==> src/rtl/board_read_arbiter.sv <==
`default_nettype none
// ============================================================================
// Module   : board_read_arbiter
// Purpose  : Shares the single read port of the Tetris board cell memory
//            between the VGA pixel fetch, the game logic and the UART dump.
//            VGA has priority; game and dump share the remaining slots
//            round-robin; a game request that has waited STARVE_LIMIT
//            cycles pre-empts the VGA for one slot. Every response has a
//            fixed 3-cycle latency (grant +1, memory data +2, rvalid +3).
// Ports    : clk, reset                       clock, sync active-high reset
//            vga_req/x/y -> vga_rvalid/rdata/miss   fire-and-forget reads
//            game_req/x/y -> game_gnt/rvalid/rdata  level request + grant
//            dbg_req/x/y  -> dbg_gnt/rvalid/rdata   level request + grant
//            mem_en/mem_addr -> mem_rdata     1-cycle-latency memory port
//            stat_miss_cnt                    VGA miss counter (optional)
// Config   : define BOARD_ARB_STATS_EN to build the stat_miss_cnt port and
//            its saturating counter; arbitration is identical either way.
// Revision : 1.0 - initial release
// ============================================================================
module board_read_arbiter #(
  parameter int BOARD_W      = 10,
  parameter int BOARD_H      = 20,
  parameter int DATA_W       = 3,
  parameter int ADDR_W       = 8,
  parameter int STARVE_LIMIT = 8
) (
  input  logic              clk,
  input  logic              reset,
  input  logic              vga_req,
  input  logic [3:0]        vga_x,
  input  logic [4:0]        vga_y,
  output logic              vga_rvalid,
  output logic [DATA_W-1:0] vga_rdata,
  output logic              vga_miss,
  input  logic              game_req,
  input  logic [3:0]        game_x,
  input  logic [4:0]        game_y,
  output logic              game_gnt,
  output logic              game_rvalid,
  output logic [DATA_W-1:0] game_rdata,
  input  logic              dbg_req,
  input  logic [3:0]        dbg_x,
  input  logic [4:0]        dbg_y,
  output logic              dbg_gnt,
  output logic              dbg_rvalid,
  output logic [DATA_W-1:0] dbg_rdata,
  output logic              mem_en,
  output logic [ADDR_W-1:0] mem_addr,
  input  logic [DATA_W-1:0] mem_rdata
`ifdef BOARD_ARB_STATS_EN
  ,
  output logic [15:0]       stat_miss_cnt
`endif
);

  localparam int CW = $clog2(STARVE_LIMIT + 1);
  localparam logic [CW-1:0] c_STARVE_LIMIT = CW'(STARVE_LIMIT);

  logic [CW-1:0] r_wait_cnt;
  logic          r_rr_dbg;       // 1 = dbg wins the next contested round-robin slot

  // Response tags travelling alongside the memory read
  logic r_s1_vga, r_s1_miss, r_s1_gd, r_s1_dbg;
  logic r_s2_vga, r_s2_miss, r_s2_gd, r_s2_dbg, r_s2_rd;

  logic              w_starve;
  logic              w_vga_win, w_vga_miss, w_game_win, w_dbg_win, w_any;
  logic [3:0]        w_sel_x;
  logic [4:0]        w_sel_y;
  logic              w_oor;
  logic [ADDR_W-1:0] w_addr;
  logic [DATA_W-1:0] w_rdat;

  assign w_starve = game_req && (r_wait_cnt >= c_STARVE_LIMIT);

  always_comb begin
    w_vga_win  = 1'b0;
    w_vga_miss = 1'b0;
    w_game_win = 1'b0;
    w_dbg_win  = 1'b0;
    if (w_starve) begin
      w_game_win = 1'b1;
      w_vga_miss = vga_req;        // VGA still gets a (stale) response
    end else if (vga_req) begin
      w_vga_win = 1'b1;
    end else if (game_req && dbg_req) begin
      w_dbg_win  = r_rr_dbg;
      w_game_win = !r_rr_dbg;
    end else begin
      w_game_win = game_req;
      w_dbg_win  = dbg_req;
    end
  end

  assign w_any = w_vga_win || w_game_win || w_dbg_win;

  always_comb begin
    w_sel_x = vga_x;
    w_sel_y = vga_y;
    if (w_game_win) begin
      w_sel_x = game_x;
      w_sel_y = game_y;
    end else if (w_dbg_win) begin
      w_sel_x = dbg_x;
      w_sel_y = dbg_y;
    end
  end

  assign w_oor  = (32'(w_sel_x) >= BOARD_W) || (32'(w_sel_y) >= BOARD_H);
  assign w_addr = ADDR_W'(w_sel_y) * ADDR_W'(BOARD_W) + ADDR_W'(w_sel_x);

  // Out-of-range slots issue no read and answer with zero data
  assign w_rdat = r_s2_rd ? mem_rdata : '0;

  always_ff @(posedge clk) begin
    if (reset) begin
      r_wait_cnt  <= '0;
      r_rr_dbg    <= 1'b0;
      game_gnt    <= 1'b0;
      dbg_gnt     <= 1'b0;
      mem_en      <= 1'b0;
      mem_addr    <= '0;
      r_s1_vga    <= 1'b0;
      r_s1_miss   <= 1'b0;
      r_s1_gd     <= 1'b0;
      r_s1_dbg    <= 1'b0;
      r_s2_vga    <= 1'b0;
      r_s2_miss   <= 1'b0;
      r_s2_gd     <= 1'b0;
      r_s2_dbg    <= 1'b0;
      r_s2_rd     <= 1'b0;
      vga_rvalid  <= 1'b0;
      vga_miss    <= 1'b0;
      vga_rdata   <= '0;
      game_rvalid <= 1'b0;
      game_rdata  <= '0;
      dbg_rvalid  <= 1'b0;
      dbg_rdata   <= '0;
    end else begin
      if (!game_req || w_game_win)
        r_wait_cnt <= '0;
      else if (r_wait_cnt < c_STARVE_LIMIT)
        r_wait_cnt <= r_wait_cnt + 1'b1;

      if (w_game_win || w_dbg_win)
        r_rr_dbg <= !r_rr_dbg;

      // Stage 1: grant and memory command
      game_gnt  <= w_game_win;
      dbg_gnt   <= w_dbg_win;
      mem_en    <= w_any && !w_oor;
      mem_addr  <= (w_any && !w_oor) ? w_addr : '0;
      r_s1_vga  <= w_vga_win || w_vga_miss;
      r_s1_miss <= w_vga_miss;
      r_s1_gd   <= w_game_win || w_dbg_win;
      r_s1_dbg  <= w_dbg_win;

      // Stage 2: memory is reading
      r_s2_vga  <= r_s1_vga;
      r_s2_miss <= r_s1_miss;
      r_s2_gd   <= r_s1_gd;
      r_s2_dbg  <= r_s1_dbg;
      r_s2_rd   <= mem_en;

      // Stage 3: capture memory data into the response registers
      vga_rvalid  <= r_s2_vga;
      vga_miss    <= r_s2_vga && r_s2_miss;
      if (r_s2_vga && !r_s2_miss)
        vga_rdata <= w_rdat;
      game_rvalid <= r_s2_gd && !r_s2_dbg;
      if (r_s2_gd && !r_s2_dbg)
        game_rdata <= w_rdat;
      dbg_rvalid  <= r_s2_gd && r_s2_dbg;
      if (r_s2_gd && r_s2_dbg)
        dbg_rdata <= w_rdat;
    end
  end

`ifdef BOARD_ARB_STATS_EN
  // Steps together with the vga_miss pulse it counts
  always_ff @(posedge clk) begin
    if (reset)
      stat_miss_cnt <= '0;
    else if (r_s2_vga && r_s2_miss && (stat_miss_cnt != 16'hFFFF))
      stat_miss_cnt <= stat_miss_cnt + 16'd1;
  end
`endif

endmodule
`default_nettype wire
==> config.mk <==
export PLATFORM = sky130hd
export DESIGN_NAME = board_read_arbiter
export DESIGN_NICKNAME = d
export VERILOG_FILES = /design/src/rtl/board_read_arbiter.sv
export SDC_FILE = /design/constraint.sdc
export NUM_CORES = 1
export LEC_CHECK = 0
export CORE_ASPECT_RATIO = 1.1
export CORE_MARGIN = 5
export CORE_UTILIZATION = 42
export DETAILED_ROUTE_END_ITERATION = 8
export GPL_TIMING_DRIVEN = 0
export PLACE_DENSITY = 0.87
export SLEW_MARGIN = 10
export SYNTH_ARGS = -nofsm -noshare
export SYNTH_HDL_FRONTEND = slang
export SYNTH_SLANG_ARGS = --single-unit
==> constraint.sdc <==
create_clock -name clk -period 3.3 [get_ports clk]
set_input_delay 0.33 -clock clk [delete_from_list [all_inputs] [get_ports clk]]
set_output_delay 0.33 -clock clk [all_outputs]
set_load 0.005 [all_outputs]
==> results of run 1 <==
[worst paths after layout]
check	slack [ps]	end	cells after the start
max	40	mem_addr[7]$_SDFF_PP0_	15
min	310	r_s1_vga$_SDFF_PP0_	2
max reg2reg	40	mem_addr[7]$_SDFF_PP0_	15
min reg2reg	440	r_s2_vga$_SDFF_PP0_	1
[power breakdown]
group	leakage, nW	switching [W]	internal, W
Combinational	0.787	0.000170	0.000206
Clock	0.0681	0.000158	0.000300
Sequential	0.302	0.0000127	0.000471
Total	1.16	0.000341	0.000977
[cell usage after synthesis, types with 3 or more instances]
master | number | area [sq um]
mux2i_1 | 14 | 140
nor2b_1 | 15 | 93.8
o21ai_0 | 5 | 25.0
xnor2_1 | 3 | 26.3
xor2_1 | 4 | 35.0
o2bb2ai_1 | 4 | 35.0
clkbuf_1 | 4 | 15.0
nor2_1 | 23 | 86.3
buf_6 | 4 | 45.0
dfxtp_1 | 37 | 741
a21oi_1 | 12 | 60.1
nand2_1 | 10 | 37.5
and2_1 | 7 | 43.8
nor3_1 | 5 | 25.0
nand2b_1 | 10 | 62.6
ha_1 | 11 | 138
inv_1 | 8 | 30.0
[metrics by stage]
stage | instance area, sq um | setup TNS, ps
2_1_floorplan | 1950 | -129
3_3_place_gp | 2580 | -1070
3_5_place_dp | 2580 | -1370
4_1_cts | 2760 | 0
5_1_grt | 2840 | -183
6_report | 2840 | 0
[placed cells by master, fill, tap and decap left out, types with 2 or more instances in the layout]
cell	n
clkdlybuf4s50_1	55
o21ai_0	4
a22o_1	2
ha_1	8
buf_4	10
bufinv_16	2
ha_4	2
xor2_1	4
nand3_1	2
o21ai_1	2
a21oi_2	5
xnor2_1	3
o22ai_1	2
and2_1	6
clkbuf_8	5
nand2b_1	9
mux2i_1	14
nor3_1	5
nor2b_1	14
inv_1	7
nand2_1	10
nor2_1	23
dfxtp_1	35
buf_6	4
a21oi_1	9
nand2b_4	2
o2bb2ai_1	4
fa_1	2
clkbuf_1	2
[per-layer routing]
layer / vias to the layer above / wire (um) / track usage (%)
li1: 843 / - / -
met1: 745 / 1870 / 16.3
met2: 52 / 2330 / 27.8
met3: 2 / 300 / 3.34
met4: 0 / 24 / 3.74
met5: - / 0 / 0
[logic make-up after synthesis]
group / share of synthesized area [%]
compound gates: 14.6
xor+xnor: 3.20
buf+inv: 4.90
flops: 38.7
simple gates: 22.0
mux: 7.32
fa+ha+maj: 9.28
[area by class of cell]
| type | count | area [sq um] | share of cell area, % |
|---|---|---|---|
| Multi-Input combinational cell | 151 | 1150 | 40.4 |
| Sequential cell | 37 | 746 | 26.2 |
| Timing Repair Buffer | 67 | 641 | 22.5 |
| Buffer | 8 | 75.1 | 2.64 |
| Clock buffer | 5 | 68.8 | 2.42 |
| Tap cell | 54 | 67.6 | 2.38 |
| Clock inverter | 3 | 65.1 | 2.29 |
| Inverter | 8 | 30.0 | 1.06 |
[critical path, delay by kind of cell (launching register included)]
family / cells / cell delay, ps
mux: 1 / 150
buf+inv: 1 / 70
simple gates: 4 / 420
flops: 1 / 330
fa+ha+maj: 3 / 960
compound gates: 6 / 1260
[registers in the layout, summed over array words and instances, names as in the netlist, 3 cells and up]
signal      flops
mem_addr        8
dbg_rdata       3
r_wait_cnt      4
vga_rdata       3
game_rdata      3
[repair_timing]
| action | 4_1_cts | 5_1_grt |
|---|---|---|
| gates resized for setup | 16 | 11 |
| setup endpoints to repair | 1 | 1 |
| pin swaps | 8 | 6 |
| gates cloned | 0 | 0 |
| setup buffers | 4 | 6 |
==> summary.md, run 1 <==
| Metric | Value |
|---|---|
| Status | finished, final reports clean |
| Initial DRC Count | 48 |
| CTS Buf Count | 5 |
| DRC Markers | 0 |
| Ys Warns | 0 |
| Power after layout | 0.00132 W |
| DP Worst Slack | -868 ps |
| F_max | 307 MHz |
| Period Utilization, post-route | 98.8% |
| CTS tree | done |
| Number of distinct library cells after synthesis | 39 |
| Yosys reg bits | 37 |
| RD Place Congestion | 0.843 |
| Die area | 0.00601 sq mm |
| Setup CP Type | reg -> reg |
| Cell Count, Final, Fillers Out | 333 |
| Layout cell share with drive strength beyond 1 | 16.5% |
| # rows | 25 |
| Leakage power | 1.16 nW |
| Hold WC Path Type | in -> reg |
| Crit path from | r_wait_cnt[3]$_SDFFE_PP0N_ |
| Gate Count Post-Synth | 205 |
| CP max stage delay | 560 ps |
| Final Max Slew Viols | 0 |
| Hold path start | vga_req |
| CP Cell Sequence | nand2b_4 > a21o_4 > mux2i_1 > nor2_1 > a21oi_2 > inv_2 > ha_4 > ha_4 > fa_1 > nand2_1 > o21bai_4 > a22o_1 > a222oi_1 > nand3_1 > a21oi_2 |
| Post-CTS Hold Fix Bufs | 0 |
| Crit-path max FO | 5 |
| Final hold vios | 0 |
| WL/cell | 13.6 um |
| Worst VDD drop | 208 uV |
| Drt pass-1 iters | 4 |
| Worst Tran Pin Value | 849 ps |
| Worst-Skew Late Latency | 280 ps |
| Die W | 74.4 um |
| CTS Buffer Depth | 2 |
| RSZ-0062 raised after global routing | yes |
| Clock sinks | 37 |
| Io pins | 59 |
| Worst-path clk slew | 80 ps |
| Initial Util | 44.0% |
| Maximum number of pins on one net before global-route repair | 13 |
| Clock Skew | 8.50 ps |
| Seq/Total Area, Yosys | 38.7% |
| H-tree lvl count | 2 |
| Worst setup EP type | flip-flop |
| Fin util | 65.4% |
| Setup violators final | 0 |
| PwrDens | 464 mW/mm^2 |
| Syn nets | 253 |
| GR Util All Layers | 14.7% |
| Post-synth EDFFs | 0 |
| Synthesized area | 0.00191 sq mm |
| Fin nets | 326 |
| Area Growth Syn to Fin | 48.5% |
| Worst EP arrival | 3480 ps |
| Post-Route WL | 4520 um |
| First-pass GRT wire length | 6800 um |
| Placed cell count | 316 |
| CP Launch Type | flip-flop |
| Via count of the first global-routing pass | 1537 |
| WP data required | 3520 ps |
| Maxcap violations | 0 |
| Initial antenna violation count | 0 |
| CORE AREA | 0.00435 sq mm |
| Syn avg cell area | 9.34 sq um |
| Worst rel slew slack | 42.8% |
| Post-DP HPWL | 3490 um |
| # fillers | 379 |
| Critical path's slowest cell | fa_1 |
| Via count | 1642 |
| Grt ovf | 0 |
| Number of diodes | 0 |
| Asr flop ratio synth | 0% |
| Port bufs | 57 |
| Die height | 80.8 um |
| Post-layout min period | 3260 ps |
| Routed Antenna Nets | 0 |
| Root buffer cell | clkbuf_8 |
| Prevailing post-synth register cell | dfxtp_1 |
| Fin Hold WS | 306 ps |
| Worst flop-to-flop path startpoint | r_wait_cnt[3]$_SDFFE_PP0N_ |
| Final WS setup | 40.7 ps |
| Vias per cell | 4.93 |
No activity file was read; power rests on OpenSTA's default activity.
==> inputs of run 2 (changes only) <==
- ABC_CLOCK_PERIOD_IN_PS: not set -> 3300
- CELL_PAD_IN_SITES_DETAIL_PLACEMENT: not set -> 2
- CELL_PAD_IN_SITES_GLOBAL_PLACEMENT: not set -> 2
- CORE_UTILIZATION: 42 -> 25
- MAX_ROUTING_LAYER: not set -> met4
==> summary.md, run 2 (synthesis results as in run 1) <==
| Metric | Value |
|---|---|
| Initial antenna violation count | 0 (unchanged) |
| Power after layout | 0.00129 W (was 0.00132 W) |
| Post-DP HPWL | 4600 um (was 3490 um) |
| Layout cell share with drive strength beyond 1 | 22.3% (was 16.5%) |
| Final Max Slew Viols | 0 (unchanged) |
| Number of flip-flops under the largest register name | 8 (unchanged) |
| Hold Path End | r_s1_vga$_SDFF_PP0_ (unchanged) |
| RD Place Congestion | 0.784 (was 0.843) |
| Design area | 0.00303 sq mm (was 0.00284 sq mm) |
| Via count of the first global-routing pass | 2039 (was 1537) |
| Commonest cells after routing, fill and taps aside | 55 x clkdlybuf4s50_1, 35 x dfxtp_1, 21 x nor2_1 (was 55 x clkdlybuf4s50_1, 35 x dfxtp_1, 23 x nor2_1) |
| CTS Buf Count | 5 (unchanged) |
| Clock sinks | 37 (unchanged) |
| FF-to-FF setup slack | -250 ps (was 40 ps) |
| Maxcap violations | 0 (unchanged) |
| Worst rel slew slack | 35.4% (was 42.8%) |
| F_max | 281 MHz (was 307 MHz) |
| Via count | 1794 (was 1642) |
| Worst flop-to-flop path startpoint | r_wait_cnt[3]$_SDFFE_PP0N_ (unchanged) |
| First-pass GRT wire length | 10100 um (was 6800 um) |
| # rows | 33 (was 25) |
| Grt ovf | 0 (unchanged) |
| Initial Util | 25.6% (was 44.0%) |
| Worst setup EP type | flip-flop (unchanged) |
| Status | finished, violations left (was finished, final reports clean) |
| Initial DRC Count | 33 (was 48) |
| Failing checks | setup timing |
| Vias per cell | 4.53 (was 4.93) |
| Worst Tran Pin Value | 959 ps (was 849 ps) |
| Clock Skew | 5.96 ps (was 8.50 ps) |
| Hold WC Path Type | in -> reg (unchanged) |
| Root buffer cell | clkbuf_8 (unchanged) |
| Drt pass-1 iters | 4 (unchanged) |
| CTS Buffer Depth | 2 (unchanged) |
| Reg2Reg Depth | 16 (was 15) |
| Io pins | 59 (unchanged) |
| RSZ-0062 raised after global routing | yes (unchanged) |
| CP Launch Type | input port (was flip-flop) |
| Area Growth Syn to Fin | 58.3% (was 48.5%) |
| Maximum number of pins on one net before global-route repair | 12 (was 13) |
| Worst-path clk slew | 70 ps (was 80 ps) |
| Leakage power | 1.21 nW (was 1.16 nW) |
| Post-Route WL | 6550 um (was 4520 um) |
| Worst VDD drop | 219 uV (was 208 uV) |
| Fin Hold WS | 309 ps (was 306 ps) |
| WL/cell | 16.5 um (was 13.6 um) |
| Period Utilization, post-route | 108% (was 98.8%) |
| Worst-Skew Late Latency | 280 ps (about the same) |
| Most flops, register | mem_addr (unchanged) |
| Post-layout min period | 3550 ps (was 3260 ps) |
| Dpl cell area | 0.00265 sq mm (was 0.00258 sq mm) |
| Die W | 93.4 um (was 74.4 um) |
| Routed Antenna Nets | 0 (unchanged) |
| Worst EP arrival | 3770 ps (was 3480 ps) |
| Hold path start | vga_req (unchanged) |
| Crit-path max FO | 10 (was 5) |
| Die area | 0.00951 sq mm (was 0.00601 sq mm) |
| DRC Markers | 0 (unchanged) |
| Reg2reg end | mem_addr[7]$_SDFF_PP0_ (unchanged) |
| Setup CP Type | in -> reg (was reg -> reg) |
| Min-Delay Path Depth | 2 (unchanged) |
| CORE AREA | 0.00747 sq mm (was 0.00435 sq mm) |
| Number of diodes | 0 (unchanged) |
| GR Util All Layers | 14.1% (was 14.7%) |
| Most common cell after layout, fill and taps aside | clkdlybuf4s50_1 (unchanged) |
| CTS tree | done (unchanged) |
| Setup violators final | 1 (was 0) |
| Top flop regs | mem_addr x8, r_wait_cnt x4 (unchanged) |
| Final WS setup | -254 ps (was 40.7 ps) |
| H-tree lvl count | 2 (unchanged) |
| WP data required | 3520 ps (about the same) |
| PwrDens | 426 mW/mm^2 (was 464 mW/mm^2) |
| Final hold vios | 0 (unchanged) |
| Die height | 102 um (was 80.8 um) |
| Fin nets | 338 (was 326) |
| Port bufs | 57 (unchanged) |
run 2: cell types whose count changed in the layout (fill, tap and decap cells not counted), sizes merged:
cell,change
clkbuf,+2
clkinv,+1
buf,+11
bufinv,-2
run 2: per-stage QoR:
stage,cells,setup slack [ps],TNS [ps],util (%)
finish,396,-254,-254,40.5
floorplan,205,-129,-129,-
detailed placement,367,-1180,-1820,35.4
CTS,394,-138,-138,39.4
global placement,367,-956,-1430,35.4
global route,396,-498,-498,40.5
run 2: layout make-up:
| class | count | area (sq um) |
|---|---|---|
| Fill cell | 832 | 4440 |
| Multi-Input combinational cell | 151 | 1220 |
| Sequential cell | 37 | 746 |
| Timing Repair Buffer | 78 | 727 |
| Clock buffer | 6 | 72.6 |
| Clock inverter | 2 | 10.0 |
| Buffer | 9 | 88.8 |
| Inverter | 8 | 30.0 |
| Tap cell | 105 | 131 |
run 2: repair_timing:
| item | 4_1_cts | 5_1_grt |
|---|---|---|
| setup buffers | 21 | 6 |
| hold buffers | 0 | 0 |
| cloned | 0 | 0 |
| setup endpoints to repair | 2 | 3 |
| pin swaps | 10 | 10 |
| gates resized for setup | 24 | 15 |
run 2: critical path, cell delays in order:
cell	delay, ps
clkdlybuf4s15_1	290
buf_6	180
a21o_1	130
clkbuf_8	140
mux2i_4	230
nor2_2	60
a21oi_2	160
inv_2	70
ha_4	220
ha_4	160
fa_1	580
nand2_2	80
o21bai_4	180
o21bai_1	170
a222oi_1	370
buf_4	190
nand3_2	70
a21oi_2	150
run 2: how the worst max path moves through the flow:
stage / cells past startpoint / start / end
after detailed placement: 18 / dbg_req / mem_addr[7]$_SDFF_PP0_
after global routing: 16 / r_wait_cnt[3]$_SDFFE_PP0N_ / mem_addr[7]$_SDFF_PP0_
after CTS: 17 / r_wait_cnt[3]$_SDFFE_PP0N_ / mem_addr[7]$_SDFF_PP0_
after global placement: 18 / dbg_req / mem_addr[7]$_SDFF_PP0_
after floorplan: 18 / vga_req / mem_addr[7]$_SDFF_PP0_
final: 18 / game_req / mem_addr[7]$_SDFF_PP0_
run 2: power breakdown:
part | switching [W] | internal (W) | total, W
sequential | 0.0000119 | 0.000471 | 0.000483
combinational | 0.000230 | 0.000277 | 0.000508
clock | 0.000155 | 0.000146 | 0.000301
total | 0.000397 | 0.000894 | 0.00129
run 2: layer usage:
layer,vias up,GRT usage (%),wire length (um)
met1,872,14.2,2390
met2,45,27.7,3750
met5,-,-,0
met4,0,3.83,152
li1,862,-,-
met3,15,2.38,256
